### src/rtl/mem_loader_pkg.sv
// Shared definitions for the byte-stream memory loader: header codes,
// FSM state encoding and default limits.
package mem_loader_pkg;

  localparam logic [7:0] HDR_IRAM = 8'h01;
  localparam logic [7:0] HDR_DRAM = 8'h02;
  localparam logic [7:0] HDR_RUN  = 8'h03;

  localparam int MAX_WORDS_DEF = 511;

  typedef enum logic [2:0] {
    ST_IDLE,
    ST_CNT_HI,
    ST_CNT_LO,
    ST_DATA_HI,
    ST_DATA_LO,
    ST_WRITE,
    ST_GAP,
    ST_RUN
  } state_e;

  // Width of a down-counter able to hold the larger of two load values.
  function automatic int tmr_width(input int a, input int b);
    return $clog2(((a > b) ? a : b) + 1);
  endfunction

endpackage

### src/rtl/mem_loader_if.sv
// Byte stream from the serial receiver into the loader (valid/ready).
interface mem_loader_if;
  logic [7:0] rx_data;
  logic       rx_valid;
  logic       rx_ready;

  modport master (output rx_data, output rx_valid, input rx_ready);
  modport slave  (input rx_data, input rx_valid, output rx_ready);
endinterface

### src/rtl/loader_pulse_timer.sv
// Loadable down-counter; expire_o flags the last cycle of a loaded interval.
module loader_pulse_timer #(
  parameter int W = 4
) (
  input  logic         clock,
  input  logic         reset_n,
  input  logic         load_i,
  input  logic [W-1:0] load_val_i,
  output logic         expire_o
);

  logic [W-1:0] cnt_q;

  always_ff @(posedge clock or negedge reset_n) begin
    if (!reset_n) begin
      cnt_q <= '0;
    end else if (load_i) begin
      cnt_q <= load_val_i;
    end else if (cnt_q != '0) begin
      cnt_q <= cnt_q - 1'b1;
    end
  end

  // A load of N gives N cycles; expiry is the terminal count of one.
  assign expire_o = (cnt_q == W'(1));

endmodule

### src/rtl/mem_loader.sv
// Frame-driven loader: parses header/count/words from a byte stream and writes
// them into IRAM or DRAM with timed strobes, or enables the processor.
//
// state      | meaning
// ST_IDLE    | waiting for a header byte
// ST_CNT_HI  | waiting for word count high byte
// ST_CNT_LO  | waiting for word count low byte; count checked here
// ST_DATA_HI | waiting for high byte of next word
// ST_DATA_LO | waiting for low byte; word latched on accept
// ST_WRITE   | one setup cycle, then strobe high for WR_CYCLES
// ST_GAP     | strobe low, address/data held for GAP_CYCLES
// ST_RUN     | processor running, still listening for headers
module mem_loader
  import mem_loader_pkg::*;
#(
  parameter int WR_CYCLES  = 4,
  parameter int GAP_CYCLES = 4,
  parameter int MAX_WORDS  = MAX_WORDS_DEF
) (
  input  logic          clock,
  input  logic          reset_n,
  mem_loader_if.slave   rx,
  output logic [8:0]    addr_ext,
  output logic [15:0]   mem_data,
  output logic          iram_write_ext,
  output logic          dram_write_ext,
  output logic          start_2,
  output logic          start_3,
  output logic          start,
  output logic          done,
  output logic          err
);

  localparam int GAP_LOAD = (GAP_CYCLES < 1) ? 1 : GAP_CYCLES;
  localparam int TMR_W    = tmr_width(WR_CYCLES + 1, GAP_LOAD);
  localparam logic [TMR_W-1:0] WR_VAL  = TMR_W'(WR_CYCLES + 1);
  localparam logic [TMR_W-1:0] GAP_VAL = TMR_W'(GAP_LOAD);

  state_e      st_q;
  logic        rdy_q;
  logic [8:0]  addr_q;
  logic [15:0] data_q;
  logic [7:0]  byte_hi_q;
  logic [7:0]  cnt_hi_q;
  logic [15:0] words_q;
  logic        iram_wr_q;
  logic        dram_wr_q;
  logic        start2_q;
  logic        start3_q;
  logic        start_q;
  logic        done_q;
  logic        err_q;

  logic        acc;
  logic [15:0] cnt_d;
  logic        tmr_load;
  logic [TMR_W-1:0] tmr_val;
  logic        tmr_exp;

  assign acc   = rx.rx_valid & rdy_q;
  assign cnt_d = {cnt_hi_q, rx.rx_data};

  assign tmr_load = ((st_q == ST_DATA_LO) && acc) || ((st_q == ST_WRITE) && tmr_exp);
  assign tmr_val  = (st_q == ST_WRITE) ? GAP_VAL : WR_VAL;

  loader_pulse_timer #(.W(TMR_W)) u_timer (
    .clock      (clock),
    .reset_n    (reset_n),
    .load_i     (tmr_load),
    .load_val_i (tmr_val),
    .expire_o   (tmr_exp)
  );

  always_ff @(posedge clock or negedge reset_n) begin
    if (!reset_n) begin
      st_q      <= ST_IDLE;
      rdy_q     <= 1'b0;
      addr_q    <= '0;
      data_q    <= '0;
      byte_hi_q <= '0;
      cnt_hi_q  <= '0;
      words_q   <= '0;
      iram_wr_q <= 1'b0;
      dram_wr_q <= 1'b0;
      start2_q  <= 1'b0;
      start3_q  <= 1'b0;
      start_q   <= 1'b0;
      done_q    <= 1'b0;
      err_q     <= 1'b0;
    end else begin
      done_q <= 1'b0;
      err_q  <= 1'b0;
      rdy_q  <= 1'b1;
      case (st_q)
        ST_IDLE, ST_RUN: begin
          if (acc) begin
            case (rx.rx_data)
              HDR_IRAM, HDR_DRAM: begin
                st_q     <= ST_CNT_HI;
                addr_q   <= 9'd1;
                start_q  <= 1'b0;
                start2_q <= (rx.rx_data == HDR_IRAM);
                start3_q <= (rx.rx_data == HDR_DRAM);
              end
              HDR_RUN: begin
                st_q    <= ST_RUN;
                start_q <= 1'b1;
              end
              default: err_q <= 1'b1;
            endcase
          end
        end
        ST_CNT_HI: begin
          if (acc) begin
            cnt_hi_q <= rx.rx_data;
            st_q     <= ST_CNT_LO;
          end
        end
        ST_CNT_LO: begin
          if (acc) begin
            if (cnt_d == 16'd0) begin
              st_q     <= ST_IDLE;
              done_q   <= 1'b1;
              start2_q <= 1'b0;
              start3_q <= 1'b0;
            end else if (cnt_d > 16'(MAX_WORDS)) begin
              st_q     <= ST_IDLE;
              err_q    <= 1'b1;
              start2_q <= 1'b0;
              start3_q <= 1'b0;
            end else begin
              words_q <= cnt_d;
              st_q    <= ST_DATA_HI;
            end
          end
        end
        ST_DATA_HI: begin
          if (acc) begin
            byte_hi_q <= rx.rx_data;
            st_q      <= ST_DATA_LO;
          end
        end
        ST_DATA_LO: begin
          if (acc) begin
            data_q <= {byte_hi_q, rx.rx_data};
            st_q   <= ST_WRITE;
            rdy_q  <= 1'b0;
          end
        end
        ST_WRITE: begin
          rdy_q <= 1'b0;
          if (tmr_exp) begin
            iram_wr_q <= 1'b0;
            dram_wr_q <= 1'b0;
            st_q      <= ST_GAP;
          end else begin
            // First WRITE cycle leaves data settled before the strobe rises.
            iram_wr_q <= start2_q;
            dram_wr_q <= start3_q;
          end
        end
        ST_GAP: begin
          if (tmr_exp) begin
            addr_q  <= addr_q + 9'd1;
            words_q <= words_q - 16'd1;
            if (words_q == 16'd1) begin
              st_q     <= ST_IDLE;
              done_q   <= 1'b1;
              start2_q <= 1'b0;
              start3_q <= 1'b0;
            end else begin
              st_q <= ST_DATA_HI;
            end
          end else begin
            rdy_q <= 1'b0;
          end
        end
        default: st_q <= ST_IDLE;
      endcase
    end
  end

  assign rx.rx_ready    = rdy_q;
  assign addr_ext       = addr_q;
  assign mem_data       = data_q;
  assign iram_write_ext = iram_wr_q;
  assign dram_write_ext = dram_wr_q;
  assign start_2        = start2_q;
  assign start_3        = start3_q;
  assign start          = start_q;
  assign done           = done_q;
  assign err            = err_q;

endmodule

### src/flat_wrapper.sv
// flat-port wrapper written by rule: the top's interface ports become plain ports
module mem_loader_flat import mem_loader_pkg::*;
#(
  parameter int WR_CYCLES  = 4,
  parameter int GAP_CYCLES = 4,
  parameter int MAX_WORDS  = MAX_WORDS_DEF
)
  (clock, reset_n, addr_ext, mem_data, iram_write_ext, dram_write_ext, start_2, start_3, start, done, err, rx_rx_data, rx_rx_valid, rx_rx_ready);
  mem_loader_if rx_i ();
  input  logic clock;
  input  logic reset_n;
  output logic [8:0] addr_ext;
  output logic [15:0] mem_data;
  output logic iram_write_ext;
  output logic dram_write_ext;
  output logic start_2;
  output logic start_3;
  output logic start;
  output logic done;
  output logic err;
  input wire logic [$bits(rx_i.rx_data)-1:0] rx_rx_data;
  input wire logic [$bits(rx_i.rx_valid)-1:0] rx_rx_valid;
  output wire logic [$bits(rx_i.rx_ready)-1:0] rx_rx_ready;
  assign rx_i.rx_data = rx_rx_data;
  assign rx_i.rx_valid = rx_rx_valid;
  assign rx_rx_ready = rx_i.rx_ready;
  mem_loader #(.WR_CYCLES(WR_CYCLES), .GAP_CYCLES(GAP_CYCLES), .MAX_WORDS(MAX_WORDS)) u_core (.clock(clock), .reset_n(reset_n), .rx(rx_i), .addr_ext(addr_ext), .mem_data(mem_data), .iram_write_ext(iram_write_ext), .dram_write_ext(dram_write_ext), .start_2(start_2), .start_3(start_3), .start(start), .done(done), .err(err));
endmodule
### config.mk
export PLATFORM = sky130hd
export DESIGN_NAME = mem_loader_flat
export DESIGN_NICKNAME = d
export VERILOG_FILES = /design/src/rtl/mem_loader_pkg.sv /design/src/rtl/mem_loader_if.sv /design/src/rtl/loader_pulse_timer.sv /design/src/rtl/mem_loader.sv /design/src/flat_wrapper.sv
export SDC_FILE = /design/constraint.sdc
export NUM_CORES = 1
export LEC_CHECK = 0
export CAP_MARGIN = 20
export CORE_ASPECT_RATIO = 1.5
export CORE_MARGIN = 2
export CORE_UTILIZATION = 45
export DETAILED_ROUTE_END_ITERATION = 6
export HOLD_SLACK_MARGIN = 0.12
export PLACE_DENSITY = 0.69
export SLEW_MARGIN = 0
export SYNTH_ARGS = -nofsm -noshare
export SYNTH_HDL_FRONTEND = slang
export SYNTH_SLANG_ARGS = --single-unit
### constraint.sdc
create_clock -name clock -period 1.71 [get_ports clock]
set_input_delay 0.342 -clock clock [delete_from_list [all_inputs] [get_ports clock]]
set_output_delay 0.342 -clock clock [all_outputs]
set_load 0.01 [all_outputs]
* Word level (Yosys, flattened, before mapping) *
Cells that the tools add are included.

cells by class
  magnitude comparators = 1
  multiply operators = 0
  reduce and logical (&&, ||, !) cells = 22
  div/mod/pow operators = 0
  muxes and demuxes = 52
  add/subtract/negate cells = 3
  shifts and indexed selects = 0
  bitwise gates (word level) = 1
  eq/ne operators = 25

operator list
  kind                   count
  $mux 16                4
  $pmux 16 s2            1
  $mux 3                 10
  $mux 9                 3
  $mux 1                 23
  $pmux 3 s7             1
  $pmux 9 s2             1
  $eq 16x1->1 const B    1
  $eq 8x2->1 const B     2
  $gt 16x9->1 const B    1
  $logic_not 16->1       1
  $ne 2x1->1 const B     8
  $sub 16x1->16 const B  1
  $eq 3x3->1 const B     4
  $add 9x1->9 const B    1
  $pmux 1 s3             3
  $eq 8x1->1 const B     1
  $reduce_and 8->1       1
  $reduce_bool 2->1      4
  $reduce_and 7->1       1
  $eq 3x1->1 const B     2
  $eq 3x2->1 const B     2
  $ne 2x2->1 const B     3
  $pmux 1 s2             3
  16 further kinds       22

word-level totals
  memories = 0
  logic and storage cells = 119
  memory bits (writable) = 0
  bits in latches = 0
  register bits after elaboration = 71
  bits in read-only memories = 0

* Logic depth before layout (Yosys ltp) *
Gate-level depths: netlist of run 1.

  word-level depth = 5
  depth in mapped cells = 8
  mapped depth without buffers = 7

* Hierarchy *
A second synthesis of run 1 with hierarchy kept.

second synthesis, totals
  cell total of the unflattened synthesis = 351
  area, all modules = 3683.5 um^2

by module, submodules not included
  module              area an instance (um^2)  instances  cells each  sequential area each (um^2)
  mem_loader          3464.6                   1          329         1701.6
  loader_pulse_timer  219.0                    1          22          75.1

* Worst setup path after synthesis of run 1 *
OpenSTA, ideal clock, no wires.

  path type = flip-flop to flip-flop
  start = register u_core.st_q[0]
  end = register u_core.data_q[10], in the netlist u_core.mem_data[10]
  setup time = 125 ps
  data arrival time = 1662 ps
  stages on the path, launching flop included = 5
  clock period less this slack = 1787 ps
  slack = -77 ps
  cell sequence = dfrtp_1 buf_2 nor4_4 buf_2 mux2_2

on the way
  word-level cells in the longest chain between the ends = 2

RTL lines
  what                        line               RTL
  from (decl)                 mem_loader.sv:39   state_e st_q;
  from (signal assigned)      mem_loader.sv:76   st_q <= ST_IDLE;
  from (signal assigned)      mem_loader.sv:99   st_q <= ST_CNT_HI;
  from (signal assigned)      mem_loader.sv:106  st_q <= ST_RUN;
  $eq 3x3->1                  mem_loader.sv:94   case (st_q)
  $reduce_and 2->1 (no line)  -
  to (signal assigned)        mem_loader.sv:145  data_q <= {byte_hi_q, rx.rx_data};
  to (decl)                   mem_loader.sv:42   logic [15:0] data_q;

No other way between the ends.
A chain may end at the register's enable or synchronous reset.

* Worst setup path in the final report of run 1 *
  start = register u_core.st_q[0]
  end = register u_core.words_q[14]

on the way
  word-level cells in the longest chain between the ends = 3
  elaborated cells on any way between the ends = 9
  those cells by class = eq/ne (6); mux (1); reduce/logical (2)

RTL lines
  what                                          line               RTL
  $eq 3x2->1 or $eq 3x3->1 (tied branches)      mem_loader.sv:94
  $ne 2x2->1 (no line) (tied with other cells)  -
  $reduce_and 5->1 (no line)                    -
  to (signal assigned)                          mem_loader.sv:132  words_q <= cnt_d;
  to (signal assigned)                          mem_loader.sv:165  words_q <= words_q - 16'd1;
  to (decl)                                     mem_loader.sv:45   logic [15:0] words_q;

Parallel ways exist; a longest one is shown, timed or not.

==> run_results.csv, run 1 <==
group,metric,value,unit
timing,maxSlewViolCount,0,
clock_tree,cts_made_buffers,9,
grt,grt_pass1_vias,3101,
worst_setup_path,cpPeakStageDelay,0.43,ns
logic_synthesis,synthAdderAreaFrac,2.05,%
logic_synthesis,synth_nets,358,
worst_setup_path,critical_path_buf_inv_count,1,
power,power.leakage,2.32,nW
logic_synthesis,ys.flop_type,"dfrtp_1",
place,place_area,0.00479,mm^2
place,preCtsSetupSlack,-0.636,ns
worst_setup_path,path_max_fanout,8,
detailed_routing,drc,0,
detailed_routing,detail_route.iter0.violations,163,
timing,setup_ws,0.00516,ns
power,pwr-share-clk,21.2,%
timing,final.setup_skew,0.00742,ns
place,routabilityCongestion,0.919,
logic_synthesis,yosysSeqAreaShare,48.6,%
worst_setup_path,end_kind,"flop",
clock_tree,h-tree-depth,3,
place,dp_hpwl,6620,um
logic_synthesis,synth_top_area_share,48.6,%
grt,track_usage,21.9,%
timing,max_freq,0.587,GHz
logic_synthesis,synthArstFlopShare,100,%
job,cap_viol_max_count,0,
power,internal_power,5.89,mW
run_status,outcome,"complete, no violations",
clock_tree,clk_pin_slew_worst_paths,0.06,ns
timing,hold_viol_final,0,
cells_and_area,diodes,0,
logic_synthesis,yosys_warnings,0,
power,seqPwrFrac,32.2,%
min_path,worstHoldPathType,"input pin to flop",
logic_synthesis,synth_mux_area_share,10.1,%
power,comb_power_share,46.6,%
worst_setup_path,start_kind,"flop",
worst_setup_path,path_cells,"or3b_4 -> o22ai_4 -> buf_12 -> and2_4 -> a31oi_4",
logic_synthesis,synth_cells,341,
clock_tree,clock-sinks,71,
power,p_total,8.99,mW
worst_setup_path,cp.required,1.93,ns
clock_tree,clk_latency,0.34,ns
floorplan,start_util,45.9,%
floorplan,die_x,77.6,um
floorplan,fp-row-count,40,
timing,period_share,99.7,%
cells_and_area,nNetsFinal,488,
place,io_buffers,43,
timing,max_slew_margin,74.4,%
detailed_routing,routed-via-count,3159,
logic_synthesis,synth-simple-area-share,16.9,%
cells_and_area,syn_to_final_growth,47.7,%
floorplan,fp.coreArea,0.00796,mm^2
cells_and_area,fin_area,0.00540,mm^2
clock_tree,clockRootBuffer,"clkbuf_16",
logic_synthesis,syn-cell-area,0.00365,mm^2
floorplan,ios,44,
logic_synthesis,synth-seq-cells,71,
clock_tree,cts_tree,"yes",
logic_synthesis,syn_avg_cell_area,10.7,um^2
worst_setup_path,crit_arrival,1.92,ns
cells_and_area,drive_above_1_share,38.2,%
power,power_density,1670,mW/mm^2
detailed_routing,wl_per_cell,16.1,um
logic_synthesis,yosys-top-cells-area,"dfrtp_1, mux2_2, o21ai_0, nand2_1, nor2_1",
power,irDropWorstVdd,1.15,mV
timing,rsz0062_at_grt,"true",
logic_synthesis,synth_cell_types,63,
worst_setup_path,path_delay_family,"simple AND/OR/NAND/NOR gates",
logic_synthesis,yosysTopAreaCell,"dfrtp_1",
clock_tree,cts.path.max_buffers,2,
grt,grt_pass1_wl,15100,um
logic_synthesis,synth_top_family_by_area,"simple AND/OR/NAND/NOR gates",
timing,min_period,1.70,ns
timing,worst_pin_slew,0.384,ns
timing,finalSetupViolCount,0,
worst_setup_path,crit_type,"flop to flop",
floorplan,die-area,0.00887,mm^2
cells_and_area,n_fill_cell,599,
grt,antenna_found_initial,0,
floorplan,dieHeight,114,um
logic_synthesis,synth-edff-count,0,
power,sw_frac_of_total,34.5,%
worst_setup_path,slowest_stage,"or3b_4",
logic_synthesis,yosys.area_share.xor_xnor,2.40,%
grt,grt_start_max_net_pins,72,
detailed_routing,routed_wl,9350,um
detailed_routing,drt_first_pass_iters,4,
detailed_routing,avgViaCountPerCell,5.44,
grt,gr-total-overflow,0,
logic_synthesis,synth_compound_area_share,16.3,%
detailed_routing,drtAntennaViolNets,0,
power,p_switching,3.10,mW
worst paths after layout:
check	start	slack (ns)	cells after the start	end
setup / recovery	u_core.st_q[0]	0.005	5	u_core.words_q[14]
hold / removal	rx_rx_data[4]	0.43	3	u_core.mem_data[4]
setup reg to reg	u_core.st_q[0]	0.005	5	u_core.words_q[14]
hold reg to reg	u_core.dram_write_ext	0.48	2	u_core.dram_write_ext
max in group asynchronous	reset_n	0.85	3	u_core.mem_data[12]
min in group asynchronous	reset_n	0.55	3	u_core.u_timer.cnt_q[2]
per-layer routing:
layer | routed length, um | track usage, % | part of all wire (%)
met3 | 405 | 6.55 | 4.3
met5 | 0 | 0 | 0
met4 | 148 | 8.33 | 1.6
met2 | 4900 | 36.7 | 52
met1 | 3890 | 26.5 | 42
layout by cell type (no fill, tap or decap), types with 3 or more instances in the layout:
cell type        synthesis  routed
buf_4                    0      78
dfrtp_1                 71      70
clkdlybuf4s50_1          0      35
nand2_1                 27      25
nor2_1                  23      22
mux2_4                   0      15
o21ai_1                  4      14
mux2_2                  29      14
o21ai_0                 23      13
a21oi_1                 16      10
clkbuf_16                0      10
buf_6                    5       8
nor3_1                  10       7
xor2_1                   6       6
a21oi_2                  0       6
nand4_1                  6       6
nand3_1                  7       6
inv_1                    6       5
nor4_1                   5       5
a31oi_1                  6       5
ha_1                     6       5
buf_12                   0       5
a21o_1                   4       4
xnor2_1                  4       4
nor3b_1                  6       4
nor3_2                   1       3
o22ai_1                  3       3
o31ai_1                  3       3
mux2_1                   3       3
clkinv_4                 0       3
dlymetal6s2s_1           0       3
synthesized netlist by cell type (3+ instances only):
library cell,number
a211oi_1,3
a21o_1,4
a21oi_1,16
a31oi_1,6
and3_1,3
buf_2,5
buf_6,5
clkbuf_1,7
dfrtp_1,71
ha_1,6
inv_1,6
mux2_1,3
mux2_2,29
nand2_1,27
nand3_1,7
nand4_1,6
nor2_1,23
nor3_1,10
nor3b_1,6
nor4_1,5
o21ai_0,23
o21ai_1,4
o22ai_1,3
o31ai_1,3
xnor2_1,4
xor2_1,6
power by group through the flow:
stage	clock network (mW)	logic (mW)	registers, mW
finish	1.91	4.18	2.90
global route	2.02	4.54	3.00
CTS	1.95	3.76	2.86
detailed placement	0	3.67	2.88
global placement	0	3.59	2.85
floorplan	0	1.85	2.95
cell families after synthesis:
family | after synthesis
AO/OA/AOI/OAI | 86
XOR/XNOR | 10
adder cells (fa/ha/maj) | 6
buffers and inverters | 24
flip-flops | 71
multiplexers | 33
AND/OR/NAND/NOR | 111
sequential cells by signal, summed over array words and instances, names as in the netlist:
signal / cells
u_core.byte_hi_q: 8
u_core.iram_write_ext: 1
u_core.dram_write_ext: 1
u_core.words_q: 16
u_core.mem_data: 16
u_core.rx.rx_ready: 1
u_core.done: 1
u_core.addr_ext: 9
u_core.cnt_hi_q: 8
u_core.start_2: 1
u_core.start_3: 1
u_core.u_timer.cnt_q: 3
u_core.err: 1
u_core.start: 1
u_core.st_q: 3
metrics by stage:
step           utilization, %  std cells  hold slack (ns)  TNS, ns
4_1_cts                  64.5        573            0.485  -0.0183
5_1_grt                  67.8        581            0.431   -0.689
6_report                 67.8        581            0.428        0
2_1_floorplan               -        341           0.0464   -0.338
3_3_place_gp             60.2        556            0.394   -17.79
3_5_place_dp             60.2        556            0.397   -19.36
repair_timing:
item,in CTS,in global routing
hold endpoints to repair,71,0
gates resized for setup,14,59
hold buffers,1,0
endpoints found under the setup margin,23,50
setup buffers,0,7
gates cloned,0,1
pin swaps,4,13
cell type report:
| class | count | area [um^2] | share of cell area, % |
|---|---|---|---|
| flip-flops and latches | 71 | 1780 | 32.9 |
| repair buffers | 136 | 1240 | 22.9 |
| clock inverters | 7 | 81.3 | 1.51 |
| clock buffers | 9 | 225 | 4.17 |
| inverters | 7 | 26.3 | 0.487 |
| well taps | 105 | 131 | 2.43 |
| multi-input cells | 246 | 1920 | 35.6 |
worst min-delay path: stages:
cell and delay (ns):
clkbuf_2 0.12, buf_4 0.13, mux2_4 0.13
No activity file was read; power rests on OpenSTA's default activity.
==> run 2: changes to the inputs <==
- PLACE_DENSITY: 0.69 -> 0.67
- SETUP_SLACK_MARGIN: not set -> 0.2
- clock period: 1.71 -> 1.75 ns (I/O delays scaled with it)
==> run 2 against run 1 <==
Against the previous run:
- routed wire length up 17%
- combinational power up 12%
- final area up 7.5%
- critical endpoint is now u_core.words_q[13]
- largest cell class unchanged
==> run_results.csv, run 2 (synthesis results as in run 1) <==
group,metric,value,unit
timing,period_share,99.3,%
cells_and_area,drive_above_1_share,46.1,%
timing,maxSlewViolCount,0,
worst_setup_path,r2r-start,"u_core.words_q[3]",
power,power.leakage,2.61,nW
detailed_routing,avgViaCountPerCell,5.60,
grt,track_usage,24.6,%
floorplan,fp.coreArea,0.00796,mm^2
worst_setup_path,crit_arrival,1.97,ns
clock_tree,h-tree-depth,3,
detailed_routing,detail_route.iter0.violations,165,
clock_tree,clock-sinks,71,
power,pwr-share-clk,18.7,%
worst_setup_path,end_kind,"flop",
timing,max_slew_margin,73.0,%
cells_and_area,multi_input_area,0.00223,mm^2
timing,hold_viol_final,0,
cells_and_area,final_cell_mix,"buf_4, dfrtp_1, dlygate4sd2_1",
job,cap_viol_max_count,0,
timing,max_freq,0.576,GHz
timing,finalSetupViolCount,0,
timing,worst_pin_slew,0.400,ns
worst_setup_path,crit_type,"flop to flop",
cells_and_area,fin_area,0.00580,mm^2
cells_and_area,layout_commonest_cell,"buf_4",
clock_tree,cts_tree,"yes",
timing,final.setup_skew,0.00560,ns
worst_setup_path,cp.required,1.98,ns
grt,antenna_found_initial,0,
cells_and_area,n_fill_cell,542,
clock_tree,clk_latency,0.34,ns
min_path,worstHoldStart,"rx_rx_data[2]",
clock_tree,clockRootBuffer,"clkbuf_16",
place,dp_hpwl,6740,um
timing,setup_tns,0,ns
min_path,min_path_cells,2,
place,routabilityCongestion,0.904,
grt,grt_pass1_wl,16700,um
power,power_density,1610,mW/mm^2
cells_and_area,syn_to_final_growth,58.8,%
power,comb_power_share,50.1,%
min_path,worstHoldPathType,"input pin to flop",
worst_setup_path,path_max_fanout,3,
cells_and_area,diodes,0,
run_status,outcome,"complete, no violations",
cells_and_area,regArea,0.00178,mm^2
power,p_switching,3.42,mW
grt,grt_start_max_net_pins,72,
worst_setup_path,rr_endpoint,"u_core.words_q[13]",
min_path,min_to,"u_core.byte_hi_q[2]",
grt,gr-total-overflow,0,
clock_tree,cts_made_buffers,9,
detailed_routing,drt_first_pass_iters,4,
cells_and_area,nNetsFinal,496,
grt,grt_pass1_vias,3414,
worst_setup_path,r2r_slack,0.01,ns
timing,rsz0062_at_grt,"true",
detailed_routing,drtAntennaViolNets,0,
timing,min_period,1.74,ns
floorplan,dieHeight,114,um
worst_setup_path,rr_worst_depth,6,
place,place_area,0.00480,mm^2
power,irDropWorstVdd,1.02,mV
detailed_routing,routed_wl,10900,um
place,io_buffers,43,
floorplan,ios,44,
floorplan,die-area,0.00887,mm^2
clock_tree,clk_pin_slew_worst_paths,0.06,ns
power,p_total,9.33,mW
power,seqPwrFrac,31.2,%
detailed_routing,wl_per_cell,18.5,um
detailed_routing,routed-via-count,3297,
floorplan,start_util,45.9,%
floorplan,fp-row-count,40,
floorplan,die_x,77.6,um
detailed_routing,drc,0,
clock_tree,cts.path.max_buffers,2,
power,internal_power,5.91,mW
worst_setup_path,start_kind,"flop",
power,sw_frac_of_total,36.6,%
-- run 2: power groups by stage --
stage / registers (mW) / logic, mW / clock network, mW
finish: 2.91 / 4.67 / 1.75
global route: 2.98 / 5.00 / 1.84
CTS: 2.84 / 4.11 / 1.76
detailed placement: 2.85 / 3.71 / 0
global placement: 2.82 / 3.63 / 0
floorplan: 2.91 / 2.02 / 0
-- run 2: what timing repair did --
| action | 4_1_cts | 5_1_grt |
|---|---|---|
| hold buffers | 1 | 0 |
| endpoints found under the setup margin | 99 | 71 |
| gates cloned | 3 | 1 |
| setup buffers | 19 | 7 |
| resized for setup | 86 | 77 |
| hold endpoints to repair | 71 | 0 |
| pin swaps | 13 | 15 |
-- run 2: worst max path at each step --
stage,from,endpoint,cells past startpoint
after CTS,u_core.words_q[4],u_core.start_3,5
after detailed placement,rx_rx_data[6],u_core.words_q[14],7
final,u_core.words_q[3],u_core.words_q[13],6
after global routing,u_core.words_q[3],u_core.words_q[13],6
after global placement,rx_rx_data[6],u_core.words_q[14],7
after floorplan,u_core.st_q[0],u_core.mem_data[10],4
-- run 2: per-layer routing --
metal  global-route usage [%]  up-vias  wire (um)
li1                         -     1535          -
met1                     27.3     1660       4340
met2                     43.6       78       5850
met3                     5.99       24        380
met4                     12.1        0        336
met5                        0        -          0
-- run 2: cell type report --
class | count | area share, %
timing repair buffer | 144 | 23.3
multi-input combinational | 246 | 38.4
clock inverter | 5 | 0.560
sequential | 71 | 30.6
clock buffer | 11 | 4.35
tap | 105 | 2.26
inverter | 7 | 0.496
-- run 2: per-stage QoR --
stage	utilization (%)	setup slack [ns]	hold slack, ns	cells
3_5_place_dp	60.3	-0.535	0.408	542
4_1_cts	68.3	0.0502	0.453	581
3_3_place_gp	60.3	-0.555	0.406	542
5_1_grt	72.9	-0.0934	0.441	589
2_1_floorplan	-	0.0315	0.0544	341
6_report	72.9	0.0129	0.407	589
-- run 2: worst max-delay path, cell delays in order, from the launching register on --
cell and delay, ns:
dfrtp_1 0.41, nor4_4 0.38, buf_4 0.18, nand4_1 0.14, o211ai_1 0.23, o41ai_1 0.12, a21o_1 0.16
==> run 3: changes to the inputs <==
- CORE_MARGIN: 2 -> 1
- SLEW_MARGIN: 0 -> not set
==> run 3 against run 2 <==
Against the previous run:
- the flow now finishes with violations (negative setup slack)
- register-to-register slack is essentially flat
- via count rose by 5.6%
- fmax shrank 2.2%
- combinational power increased by 3%
- sequential share of layout area is 0.43 points lower
- largest power group unchanged
==> run_results.csv, run 3 (synthesis results as in run 1) <==
group,metric,value,unit
run_status,outcome,"finished with violations",
run_status,violations,"negative setup slack",
cells_and_area,drive_above_1_share,47.6,%
grt,grt_pass1_vias,3381,
worst_setup_path,cpPeakStageDelay,0.59,ns
worst_setup_path,start_kind,"input pin",
detailed_routing,drc,0,
detailed_routing,wl_per_cell,20.2,um
grt,antenna_found_initial,0,
detailed_routing,drt_first_pass_iters,5,
detailed_routing,routed_wl,11900,um
timing,finalSetupViolCount,1,
grt,grt_start_max_net_pins,35,
clock_tree,clockRootBuffer,"clkbuf_16",
floorplan,die-area,0.00849,mm^2
timing,hold_viol_final,0,
clock_tree,clk_pin_slew_worst_paths,0.06,ns
timing,setup_ws,-0.0260,ns
cells_and_area,layout_commonest_cell,"dfrtp_1",
grt,grt_pass1_wl,16800,um
clock_tree,cts_tree,"yes",
cells_and_area,diodes,0,
place,io_buffers,43,
worst_setup_path,cp.required,2.00,ns
timing,worst_pin_slew,0.454,ns
cells_and_area,fin_cells,587,
floorplan,fp-row-count,39,
timing,final.setup_skew,0.00707,ns
detailed_routing,routed-via-count,3482,
timing,maxSlewViolCount,0,
detailed_routing,detail_route.iter0.violations,267,
worst_setup_path,path_cells,"buf_2 -> or4_4 -> buf_4 -> buf_4 -> nor3_1 -> o31ai_1 -> a211oi_2",
place,placed_cells,538,
clock_tree,cts.path.max_buffers,2,
timing,max_freq,0.563,GHz
clock_tree,cts_made_buffers,9,
detailed_routing,avgViaCountPerCell,5.93,
place,dp_hpwl,6620,um
timing,rsz0062_at_grt,"true",
worst_setup_path,end_kind,"flop",
floorplan,fp.coreArea,0.00776,mm^2
worst_setup_path,path_max_fanout,4,
floorplan,start_util,47.1,%
grt,gr-total-overflow,0,
worst_setup_path,crit_type,"input pin to flop",
timing,max_slew_margin,69.7,%
timing,min_period,1.78,ns
power,power.leakage,2.62,nW
floorplan,die_x,75.6,um
worst_setup_path,crit_arrival,2.03,ns
grt,track_usage,26.5,%
place,preCtsSetupSlack,-0.560,ns
worst_setup_path,slowest_stage,"or4_4",
job,cap_viol_max_count,0,
clock_tree,clk_latency,0.34,ns
clock_tree,clock-sinks,71,
cells_and_area,nNetsFinal,498,
timing,period_share,101,%
floorplan,dieHeight,112,um
place,routabilityCongestion,0.941,
cells_and_area,syn_to_final_growth,61.2,%
clock_tree,h-tree-depth,3,
cells_and_area,fin_util,75.9,%
cells_and_area,final_cell_mix,"dfrtp_1, buf_4, dlygate4sd2_1",
min_path,worstHoldPathType,"input pin to flop",
detailed_routing,drtAntennaViolNets,0,
timing,setup_tns,-0.0260,ns
power,power_density,1660,mW/mm^2
worst_setup_path,cp_common_cell,"buf_4",
power,p_total,9.79,mW
floorplan,ios,44,
power,irDropWorstVdd,1.08,mV
-- run 3: cell types whose count changed in the layout (fill, tap and decap cells not counted), sizes merged, moves of 2 or more --
cell / before / now
buf: 101 / 104
bufinv: 0 / 3
clkbuf: 13 / 11
clkdlybuf4s50: 3 / 1
dlygate4sd2: 32 / 30
dlymetal6s2s: 4 / 7
-- run 3: critical path, delay by kind of cell --
family / cells / cell delay, ns
buffers and inverters: 3 / 0.46
AND/OR/NAND/NOR: 2 / 0.87
AO/OA/AOI/OAI: 2 / 0.34
-- run 3: report_power, final --
part           internal [mW]  switching (mW)  total (mW)
combinational           2.54            2.29        4.82
clock                   1.38           0.698        2.08
sequential              2.32           0.578        2.90
total                   6.23            3.56        9.79
-- run 3: stage by stage --
step | area (um^2) | hold slack, ns
3_5_place_dp | 4770 | 0.326
5_1_grt | 5890 | 0.334
2_1_floorplan | 3780 | 0.0544
3_3_place_gp | 4770 | 0.321
4_1_cts | 5480 | 0.427
6_report | 5890 | 0.327
-- run 3: layout make-up --
| class | instances | area, um^2 |
|---|---|---|
| sequential | 71 | 1780 |
| inverter | 7 | 33.8 |
| fill | 468 | 1870 |
| clock inverter | 6 | 110 |
| multi-input combinational | 247 | 2250 |
| timing repair buffer | 145 | 1360 |
| tap | 102 | 128 |
| clock buffer | 9 | 225 |
-- run 3: repair_timing --
item,CTS,global route
setup buffers,18,11
pin swaps,16,29
hold buffers,1,0
gates resized for setup,97,83
endpoints found under the hold margin,15,0
endpoints found under the setup margin,90,63
cloned,3,1
-- run 3: layer usage --
layer	track usage (%)	share of wire (%)	wire, um	vias to the layer above
met5	0	0	0	-
met4	11.6	4.6	543	0
met1	34.0	39	4620	1741
met2	42.4	51	6110	149
met3	5.83	5.1	604	48
li1	-	-	-	1544
-- run 3: path summary, 6_finish.rpt --
kind | start | end | slack (ns) | cells past startpoint
max | rx_rx_data[4] | u_core.st_q[2] | -0.03 | 7
min | rx_rx_data[4] | u_core.mem_data[4] | 0.33 | 2
max reg2reg | u_core.words_q[5] | u_core.start_2 | 0 | 5
min reg2reg | u_core.dram_write_ext | u_core.dram_write_ext | 0.49 | 2
max in group asynchronous | reset_n | u_core.byte_hi_q[5] | 0.71 | 3
min in group asynchronous | reset_n | u_core.words_q[9] | 0.49 | 2
